===== src/rtl/inst_fetch_queue_pkg.sv =====
// Shared CPU definitions used by the fetch queue: instruction width, decoded field positions,
// and the queue entry and request tag types.
package inst_fetch_queue_pkg;
   localparam int XLEN       = 32;
   localparam int INST_W     = 32;
   localparam int OPCODE_LSB = 0;
   localparam int OPCODE_W   = 7;
   localparam int FUNCT3_LSB = 12;
   localparam int FUNCT3_W   = 3;
   localparam int FUNCT7_LSB = 25;
   localparam int FUNCT7_W   = 7;

   typedef logic [INST_W-1:0] inst_t;
   typedef logic [XLEN-1:0]   addr_t;

   typedef struct packed {
      addr_t pc;
      inst_t inst;
   } fetch_entry_t;

   typedef struct packed {
      logic  valid;
      logic  epoch;
      addr_t pc;
   } fetch_tag_t;

   function automatic logic [OPCODE_W-1:0] opcode_of(input inst_t inst);
      return inst[OPCODE_LSB +: OPCODE_W];
   endfunction

   function automatic logic [FUNCT3_W-1:0] funct3_of(input inst_t inst);
      return inst[FUNCT3_LSB +: FUNCT3_W];
   endfunction

   function automatic logic [FUNCT7_W-1:0] funct7_of(input inst_t inst);
      return inst[FUNCT7_LSB +: FUNCT7_W];
   endfunction
endpackage


===== src/rtl/inst_fetch_queue_if.sv =====
// Fetch-side bundle: pcControl request, imem read port, and the issue port toward the
// reservation stations. The queue itself uses the slave modport.
interface inst_fetch_queue_if;
   import inst_fetch_queue_pkg::*;

   addr_t                pc;
   logic                 pcValid;
   logic                 flush;
   logic                 fetchReady;
   addr_t                imemAddr;
   logic                 imemReq;
   inst_t                imemData;
   logic                 issueReady;
   logic                 instValid;
   inst_t                instruction;
   addr_t                instPc;
   logic [OPCODE_W-1:0]  operatorType;
   logic [FUNCT3_W-1:0]  operatorSubType;
   logic [FUNCT7_W-1:0]  operatorFlag;

   modport slave (
      input  pc, pcValid, flush, imemData, issueReady,
      output fetchReady, imemAddr, imemReq, instValid, instruction, instPc,
             operatorType, operatorSubType, operatorFlag
   );

   modport master (
      output pc, pcValid, flush, imemData, issueReady,
      input  fetchReady, imemAddr, imemReq, instValid, instruction, instPc,
             operatorType, operatorSubType, operatorFlag
   );
endinterface


===== src/rtl/inst_fetch_queue_fetch_fifo.sv =====
// fetch_fifo: DEPTH-entry in-order instruction storage with wrap-around pointers and an
// occupancy count; clear empties it in one cycle.
module fetch_fifo
   import inst_fetch_queue_pkg::*;
#(
   parameter int DEPTH = 4
) (
   input  logic                   clock,
   input  logic                   reset,
   input  logic                   clear,
   input  logic                   push,
   input  logic                   pop,
   input  fetch_entry_t           wr_data,
   output fetch_entry_t           head,
   output logic [$clog2(DEPTH):0] count,
   output logic                   empty
);
   localparam int PTR_W = $clog2(DEPTH);
   localparam int CNT_W = PTR_W + 1;
   localparam logic [CNT_W-1:0] FULL_CNT = CNT_W'(DEPTH);

   fetch_entry_t     mem_q [DEPTH];
   logic [PTR_W-1:0] wr_ptr_q, wr_ptr_d;
   logic [PTR_W-1:0] rd_ptr_q, rd_ptr_d;
   logic [CNT_W-1:0] count_q, count_d;

   always_comb begin
      wr_ptr_d = wr_ptr_q;
      rd_ptr_d = rd_ptr_q;
      count_d  = count_q;
      if (clear) begin
         wr_ptr_d = '0;
         rd_ptr_d = '0;
         count_d  = '0;
      end else begin
         if (push) wr_ptr_d = wr_ptr_q + PTR_W'(1);
         if (pop)  rd_ptr_d = rd_ptr_q + PTR_W'(1);
         if (push && !pop)      count_d = count_q + CNT_W'(1);
         else if (pop && !push) count_d = count_q - CNT_W'(1);
      end
   end

   always_ff @(posedge clock or posedge reset) begin
      if (reset) begin
         wr_ptr_q <= '0;
         rd_ptr_q <= '0;
         count_q  <= '0;
      end else begin
         assert (!(push && count_q == FULL_CNT));
         wr_ptr_q <= wr_ptr_d;
         rd_ptr_q <= rd_ptr_d;
         count_q  <= count_d;
      end
   end

   // Storage carries no reset so it can map onto distributed RAM.
   always_ff @(posedge clock) begin
      if (push && !clear) mem_q[wr_ptr_q] <= wr_data;
   end

   assign head  = mem_q[rd_ptr_q];
   assign count = count_q;
   assign empty = (count_q == '0);
endmodule


===== src/rtl/inst_fetch_queue.sv =====
// Instruction fetch queue: issues imem reads, tags each with a redirect epoch, and queues returns
// in order for issue. Define FETCH_BYPASS_EN to forward a return straight to issue when empty.
module inst_fetch_queue
   import inst_fetch_queue_pkg::*;
#(
   parameter int DEPTH   = 4,
   parameter int MEM_LAT = 1
) (
   input logic               clock,
   input logic               reset,
   inst_fetch_queue_if.slave bus
);
   localparam int CNT_W = $clog2(DEPTH) + 1;
   localparam int OCC_W = 6;

   fetch_tag_t         tag_q [MEM_LAT];
   fetch_tag_t         tag_d [MEM_LAT];
   logic               epoch_q;
   logic [MEM_LAT-1:0] live;
   logic [OCC_W-1:0]   inflight;
   logic [CNT_W-1:0]   count;
   logic               empty;
   logic               fetch_ready, req, ret_ok, push, pop, bypass, inst_valid;
   fetch_entry_t       head, wr_entry, shown;

   generate
      for (genvar gi = 0; gi < MEM_LAT; gi++) begin : g_live
         assign live[gi] = tag_q[gi].valid && (tag_q[gi].epoch == epoch_q);
      end
   endgenerate

   assign inflight    = OCC_W'($countones(live));
   assign fetch_ready = !reset && !bus.flush && ((OCC_W'(count) + inflight) < OCC_W'(DEPTH));
   assign req         = bus.pcValid && fetch_ready;
   assign ret_ok      = live[MEM_LAT-1] && !bus.flush;
   assign wr_entry    = '{pc: tag_q[MEM_LAT-1].pc, inst: bus.imemData};

`ifdef FETCH_BYPASS_EN
   assign bypass = ret_ok && empty && bus.issueReady;
`else
   assign bypass = 1'b0;
`endif
   assign push = ret_ok && !bypass;
   assign pop  = !empty && bus.issueReady && !bus.flush;

   // Clearing valids on flush covers back-to-back flushes, where a one-bit epoch alone could alias.
   always_comb begin
      tag_d[0] = '{valid: req, epoch: epoch_q, pc: bus.pc};
      for (int i = 1; i < MEM_LAT; i++) tag_d[i] = tag_q[i-1];
      if (bus.flush) begin
         for (int i = 0; i < MEM_LAT; i++) tag_d[i].valid = 1'b0;
      end
   end

   always_ff @(posedge clock or posedge reset) begin
      if (reset) begin
         epoch_q <= 1'b0;
         for (int i = 0; i < MEM_LAT; i++) tag_q[i] <= '0;
      end else begin
         if (bus.flush) epoch_q <= ~epoch_q;
         tag_q <= tag_d;
      end
   end

   fetch_fifo #(.DEPTH(DEPTH)) u_fetch_fifo (
      .clock   (clock),
      .reset   (reset),
      .clear   (bus.flush),
      .push    (push),
      .pop     (pop),
      .wr_data (wr_entry),
      .head    (head),
      .count   (count),
      .empty   (empty)
   );

   assign inst_valid = !empty || bypass;
   assign shown      = inst_valid ? (bypass ? wr_entry : head) : '0;

   assign bus.fetchReady      = fetch_ready;
   assign bus.imemReq         = req;
   assign bus.imemAddr        = req ? bus.pc : '0;
   assign bus.instValid       = inst_valid;
   assign bus.instruction     = shown.inst;
   assign bus.instPc          = shown.pc;
   assign bus.operatorType    = opcode_of(shown.inst);
   assign bus.operatorSubType = funct3_of(shown.inst);
   assign bus.operatorFlag    = funct7_of(shown.inst);
endmodule

===== src/flat_wrapper.sv =====
// flat-port wrapper written by rule: the top's interface ports become plain ports
module inst_fetch_queue_flat import inst_fetch_queue_pkg::*;
#(
   parameter int DEPTH   = 4,
   parameter int MEM_LAT = 1
)
  (clock, reset, bus_pc, bus_pcValid, bus_flush, bus_imemData, bus_issueReady, bus_fetchReady, bus_imemAddr, bus_imemReq, bus_instValid, bus_instruction, bus_instPc, bus_operatorType, bus_operatorSubType, bus_operatorFlag);
  inst_fetch_queue_if bus_i ();
  input logic clock;
  input logic reset;
  input wire logic [$bits(bus_i.pc)-1:0] bus_pc;
  input wire logic [$bits(bus_i.pcValid)-1:0] bus_pcValid;
  input wire logic [$bits(bus_i.flush)-1:0] bus_flush;
  input wire logic [$bits(bus_i.imemData)-1:0] bus_imemData;
  input wire logic [$bits(bus_i.issueReady)-1:0] bus_issueReady;
  output wire logic [$bits(bus_i.fetchReady)-1:0] bus_fetchReady;
  output wire logic [$bits(bus_i.imemAddr)-1:0] bus_imemAddr;
  output wire logic [$bits(bus_i.imemReq)-1:0] bus_imemReq;
  output wire logic [$bits(bus_i.instValid)-1:0] bus_instValid;
  output wire logic [$bits(bus_i.instruction)-1:0] bus_instruction;
  output wire logic [$bits(bus_i.instPc)-1:0] bus_instPc;
  output wire logic [$bits(bus_i.operatorType)-1:0] bus_operatorType;
  output wire logic [$bits(bus_i.operatorSubType)-1:0] bus_operatorSubType;
  output wire logic [$bits(bus_i.operatorFlag)-1:0] bus_operatorFlag;
  assign bus_i.pc = bus_pc;
  assign bus_i.pcValid = bus_pcValid;
  assign bus_i.flush = bus_flush;
  assign bus_i.imemData = bus_imemData;
  assign bus_i.issueReady = bus_issueReady;
  assign bus_fetchReady = bus_i.fetchReady;
  assign bus_imemAddr = bus_i.imemAddr;
  assign bus_imemReq = bus_i.imemReq;
  assign bus_instValid = bus_i.instValid;
  assign bus_instruction = bus_i.instruction;
  assign bus_instPc = bus_i.instPc;
  assign bus_operatorType = bus_i.operatorType;
  assign bus_operatorSubType = bus_i.operatorSubType;
  assign bus_operatorFlag = bus_i.operatorFlag;
  inst_fetch_queue #(.DEPTH(DEPTH), .MEM_LAT(MEM_LAT)) u_core (.clock(clock), .reset(reset), .bus(bus_i));
endmodule

===== config.mk =====
export PLATFORM = sky130hd
export DESIGN_NAME = inst_fetch_queue_flat
export DESIGN_NICKNAME = d
export VERILOG_FILES = /design/src/rtl/inst_fetch_queue_pkg.sv /design/src/rtl/inst_fetch_queue_if.sv /design/src/rtl/inst_fetch_queue_fetch_fifo.sv /design/src/rtl/inst_fetch_queue.sv /design/src/flat_wrapper.sv
export SDC_FILE = /design/constraint.sdc
export NUM_CORES = 1
export LEC_CHECK = 0
export CAP_MARGIN = 30
export CORE_MARGIN = 8
export CORE_UTILIZATION = 48
export DETAILED_ROUTE_END_ITERATION = 6
export PLACE_DENSITY = 0.76
export SETUP_SLACK_MARGIN = 0.15
export SYNTH_ARGS = -nofsm -noshare
export SYNTH_HDL_FRONTEND = slang
export SYNTH_SLANG_ARGS = --single-unit
export TNS_END_PERCENT = 30

===== constraint.sdc =====
create_clock -name clock -period 3 [get_ports clock]
set_input_delay 0.3 -clock clock [delete_from_list [all_inputs] [get_ports clock]]
set_output_delay 0.3 -clock clock [all_outputs]
set_load 0.02 [all_outputs]

==> summary.log <==
INFO  sta            finalWorstPathRequiredPeriod=2.88ns
INFO  worst_setup_path ff_to_ff_start=u_core.u_fetch_fifo.count[2]
INFO  logic_synthesis synth-xor-area-share=0.527%
INFO  logic_synthesis yosys.area.top_type=edfxtp_1
INFO  worst_setup_path cp.arrival=2.58ns
INFO  power          vdd_ir_drop_max=0.000453V
INFO  sta            setup_slack=0.124ns
INFO  cells_and_area drive_above_1_share=18.3%
INFO  clock_tree     cts.sink_count=298
INFO  sta            timing.clock.skew=0.00805ns
INFO  worst_setup_path cp_top_family=buffers and inverters
INFO  logic_synthesis yosys_register_bits=298
INFO  worst_setup_path path_depth=4
INFO  logic_synthesis synth_top_family_by_area=multiplexers
INFO  die            rows=56
INFO  logic_synthesis cell_area_after_technology_mapping=11400um2
INFO  detailed_routing wirelength=22900um
INFO  flow_run       max_cap_viol_count=0
INFO  detailed_routing dr_vias=5599
INFO  sta            count_of_endpoints_failing_hold_in_the_final_timing_report=0
INFO  logic_synthesis post_synth_and_or_nand_nor_area_fraction=6.39%
INFO  worst_setup_path worst_r2r_path_depth=8
INFO  worst_setup_path critical-path-max-stage-delay=0.57ns
INFO  detailed_routing wire_per_inst=21.2um
INFO  worst_setup_path setup.worst_path.end_class=output pin
INFO  worst_setup_path timing_worst_setup_path_type=reg2out
INFO  grt            antenna_found_initial=0
INFO  cells_and_area antenna_cells=0
INFO  logic_synthesis synthAdderAreaFrac=0.615%
INFO  power          p_per_area=822nW/um2
INFO  die            initial_core_util=48.7%
INFO  die            die_y=170um
INFO  logic_synthesis ys_types=27
INFO  clock_tree     cts_tree=built
INFO  sta            setup-tns-final=0ns
INFO  clock_tree     cts_htree_levels=1
INFO  logic_synthesis netlist.area_leader.share=67.5%
INFO  logic_synthesis muxShareOfSynthArea=13.0%
INFO  grt            grt_first_pass_wirelength=35300um
INFO  detailed_routing detailedRoute.firstIterationViolations=303
INFO  worst_setup_path cp_data_required_time=2.70ns
INFO  logic_synthesis synth-compound-area-share=0.176%
INFO  cells_and_area layout.filler_cells=1664
INFO  place          portBuffers=184
INFO  worst_hold_path worstHoldStart=bus_pc[25]
INFO  power          power_leakage=5.51nW
INFO  worst_setup_path critical-path-slowest-cell=clkdlybuf4s50_1
INFO  logic_synthesis mapped_cells=551
INFO  clock_tree     clk_pin_slew_worst_paths=0.06ns
INFO  sta            headroom_to_the_max_slew_limit=60.5%
INFO  grt            grt_max_degree=44
INFO  sta            max_slew.worst_pin.slew=0.593ns
INFO  place          final_estimated_routing_congestion_in_global_placement=0.739
INFO  logic_synthesis ys_top_cells_by_area=edfxtp_1 67%, mux4_2 13%, dfrtp_1 9.2%
INFO  sta            number_of_endpoints_failing_setup_at_the_final_stage=0
INFO  detailed_routing drc_errors=0
INFO  logic_synthesis mappedNetlistNets=625
INFO  worst_setup_path crit_path_launch_type=flop
INFO  worst_setup_path crit_end=bus_operatorFlag[6]
INFO  sta            fmaxAchievable=348MHz
INFO  worst_hold_path min_path_type=in2reg
INFO  place          hpwl_detailed=14700um
INFO  worst_setup_path critical_path.reg2reg.endpoint=u_core.u_fetch_fifo.count[2]
INFO  clock_tree     clockRootBuffer=clkbuf_16
INFO  clock_tree     clock_insertion_delay_worst_skew=0.53ns
INFO  outcome        outcome=complete, no violations
INFO  detailed_routing firstDrtPassIters=4
INFO  die            design.die.area=28900um2
INFO  place          pre_cts_slack=0.447ns
INFO  sta            timing.final.crit_share=95.9%
INFO  cells_and_area seq_area=8750um2
INFO  cells_and_area nets=815
INFO  worst_setup_path worstSetupStartpoint=u_core.u_fetch_fifo.rd_ptr_q[0]
INFO  grt            grt_overflow_total=0
INFO  logic_synthesis synth-warning-count=0
INFO  worst_setup_path maximum_fanout_along_the_worst_path=30
INFO  worst_setup_path timing.critical_path.buf_inv=2
INFO  die            placeable_area=23400um2
INFO  detailed_routing route.detailed.vias_per_inst=5.17
INFO  detailed_routing postRouteAntennaNets=0
INFO  worst_setup_path r2r_setup_slack=0.66ns
INFO  cells_and_area areaGrowthSynthToFinish=28.8%
INFO  die            num_io_pins=185
INFO  cells_and_area multi_input_area=2370um2
INFO  clock_tree     clock_tree.buffer_depth=3
INFO  logic_synthesis syn-mean-instance-area=20.7um2
INFO  sta            drv_slew=0
INFO  grt            grt_util_all_layers=15.8%
INFO  clock_tree     numCtsBuffers=29
INFO  worst_setup_path worstPathCellList=buf_16 > mux4_2 > and2_1 > clkdlybuf4s50_1
INFO  sta            setup_repair_after_global_routing_missed_its_margin=true
INFO  grt            first_global_vias=6243
INFO  logic_synthesis synth_seq_area_share=76.7%
INFO  die            die_w=170um
==> metal layers <==
metal | up-vias | GRT usage (%) | part of all wire (%)
met5 | - | 0 | 0
met4 | 0 | 4.16 | 1.4
met3 | 19 | 2.90 | 5.8
met2 | 163 | 28.5 | 53
met1 | 2887 | 19.3 | 40
li1 | 2530 | - | -
==> worst register-to-register path: cells and delay by family, from the launching register on <==
kind          cells  cell delay, ns
mux               2            0.50
simple gates      4            0.59
flops             1            0.38
fa+ha+maj         1            0.45
buf+inv           1            0.30
==> synth_stat cells <==
library cell	n
edfxtp_1	256
and2_1	71
mux4_2	64
dfrtp_1	42
and3_1	33
buf_4	22
clkbuf_1	14
nor2_1	9
buf_2	8
inv_1	5
ha_1	4
mux2_1	3
xor2_1	3
a21oi_1	2
nand3_1	2
xnor2_1	2
buf_1	1
buf_6	1
fa_1	1
mux2i_1	1
nand2_1	1
nand2_2	1
nand2_4	1
nor2b_1	1
o311a_1	1
or3_1	1
xnor2_2	1
==> registers in the layout, indices dropped and copies added (netlist names) <==
name,cells
u_core.epoch_q,1
u_core.tag_q,34
u_core.u_fetch_fifo.count,3
u_core.u_fetch_fifo.mem_q,256
u_core.u_fetch_fifo.rd_ptr_q,2
u_core.u_fetch_fifo.wr_ptr_q,2
==> logic make-up (layout without fill, tap and decap cells) <==
family                   count (synthesis)  after routing
buffers and inverters                   51            263
AND/OR/NAND/NOR                        120            120
AO/OA/AOI/OAI                            3              3
multiplexers                            68             68
flip-flops                             298            298
XOR/XNOR                                 6              6
adder cells (fa/ha/maj)                  5              5
==> worst min-delay path by stage <==
stage	cells after the start	end
floorplan	0	u_core.tag_q[0]
CTS	1	u_core.tag_q[19]
finish	1	u_core.tag_q[25]
global route	1	u_core.tag_q[27]
detailed placement	0	u_core.tag_q[32]
global placement	0	u_core.tag_q[32]
==> metrics by stage <==
stage                     util, %  hold slack, ns  total power, W  cells  instance area [um2]
final                        62.7           0.237          0.0121   1082                14700
after global routing         62.7           0.221          0.0126   1082                14700
after CTS                    62.4           0.209          0.0123   1082                14600
after detailed placement     58.2           0.468         0.00867   1027                13600
after global placement       58.2           0.450         0.00861   1027                13600
after floorplan                 -           0.331         0.00706    551                11400
==> where the power goes <==
part           internal (W)  switching [W]
clock               0.00209        0.00145
sequential          0.00462      0.0000887
combinational       0.00188        0.00194
total               0.00859        0.00347
==> final cells by class <==
type                    instances  share of cell area, %
inverters                       5                  0.128
clock buffers                  36                   5.26
well taps                     319                   2.72
flip-flops and latches        298                   59.6
repair buffers                205                   14.9
multi-input cells             202                   16.2
clock inverters                17                   1.23
==> layout by cell type (no fill, tap or decap), drive strengths merged <==
cell type,n
bufinv,3
and3,33
nor2,9
nor2b,1
mux2,3
xor2,3
dfrtp,42
inv,5
clkinvlp,4
a21oi,2
dlymetal6s2s,32
fa,1
clkinv,10
clkbuf,36
o311a,1
buf,21
xnor2,3
ha,4
mux4,64
nand3,2
or3,1
nand2,3
mux2i,1
and2,71
clkdlybuf4s50,151
dlygate4sd2,1
edfxtp,256
==> what timing repair did <==
item / 4_1_cts / 5_1_grt
hold buffers: 0 / 0
resized for setup: 3 / 33
setup buffers: 2 / 0
setup endpoints to repair: 103 / 111
Note: power is estimated with default switching activity, not from simulation.
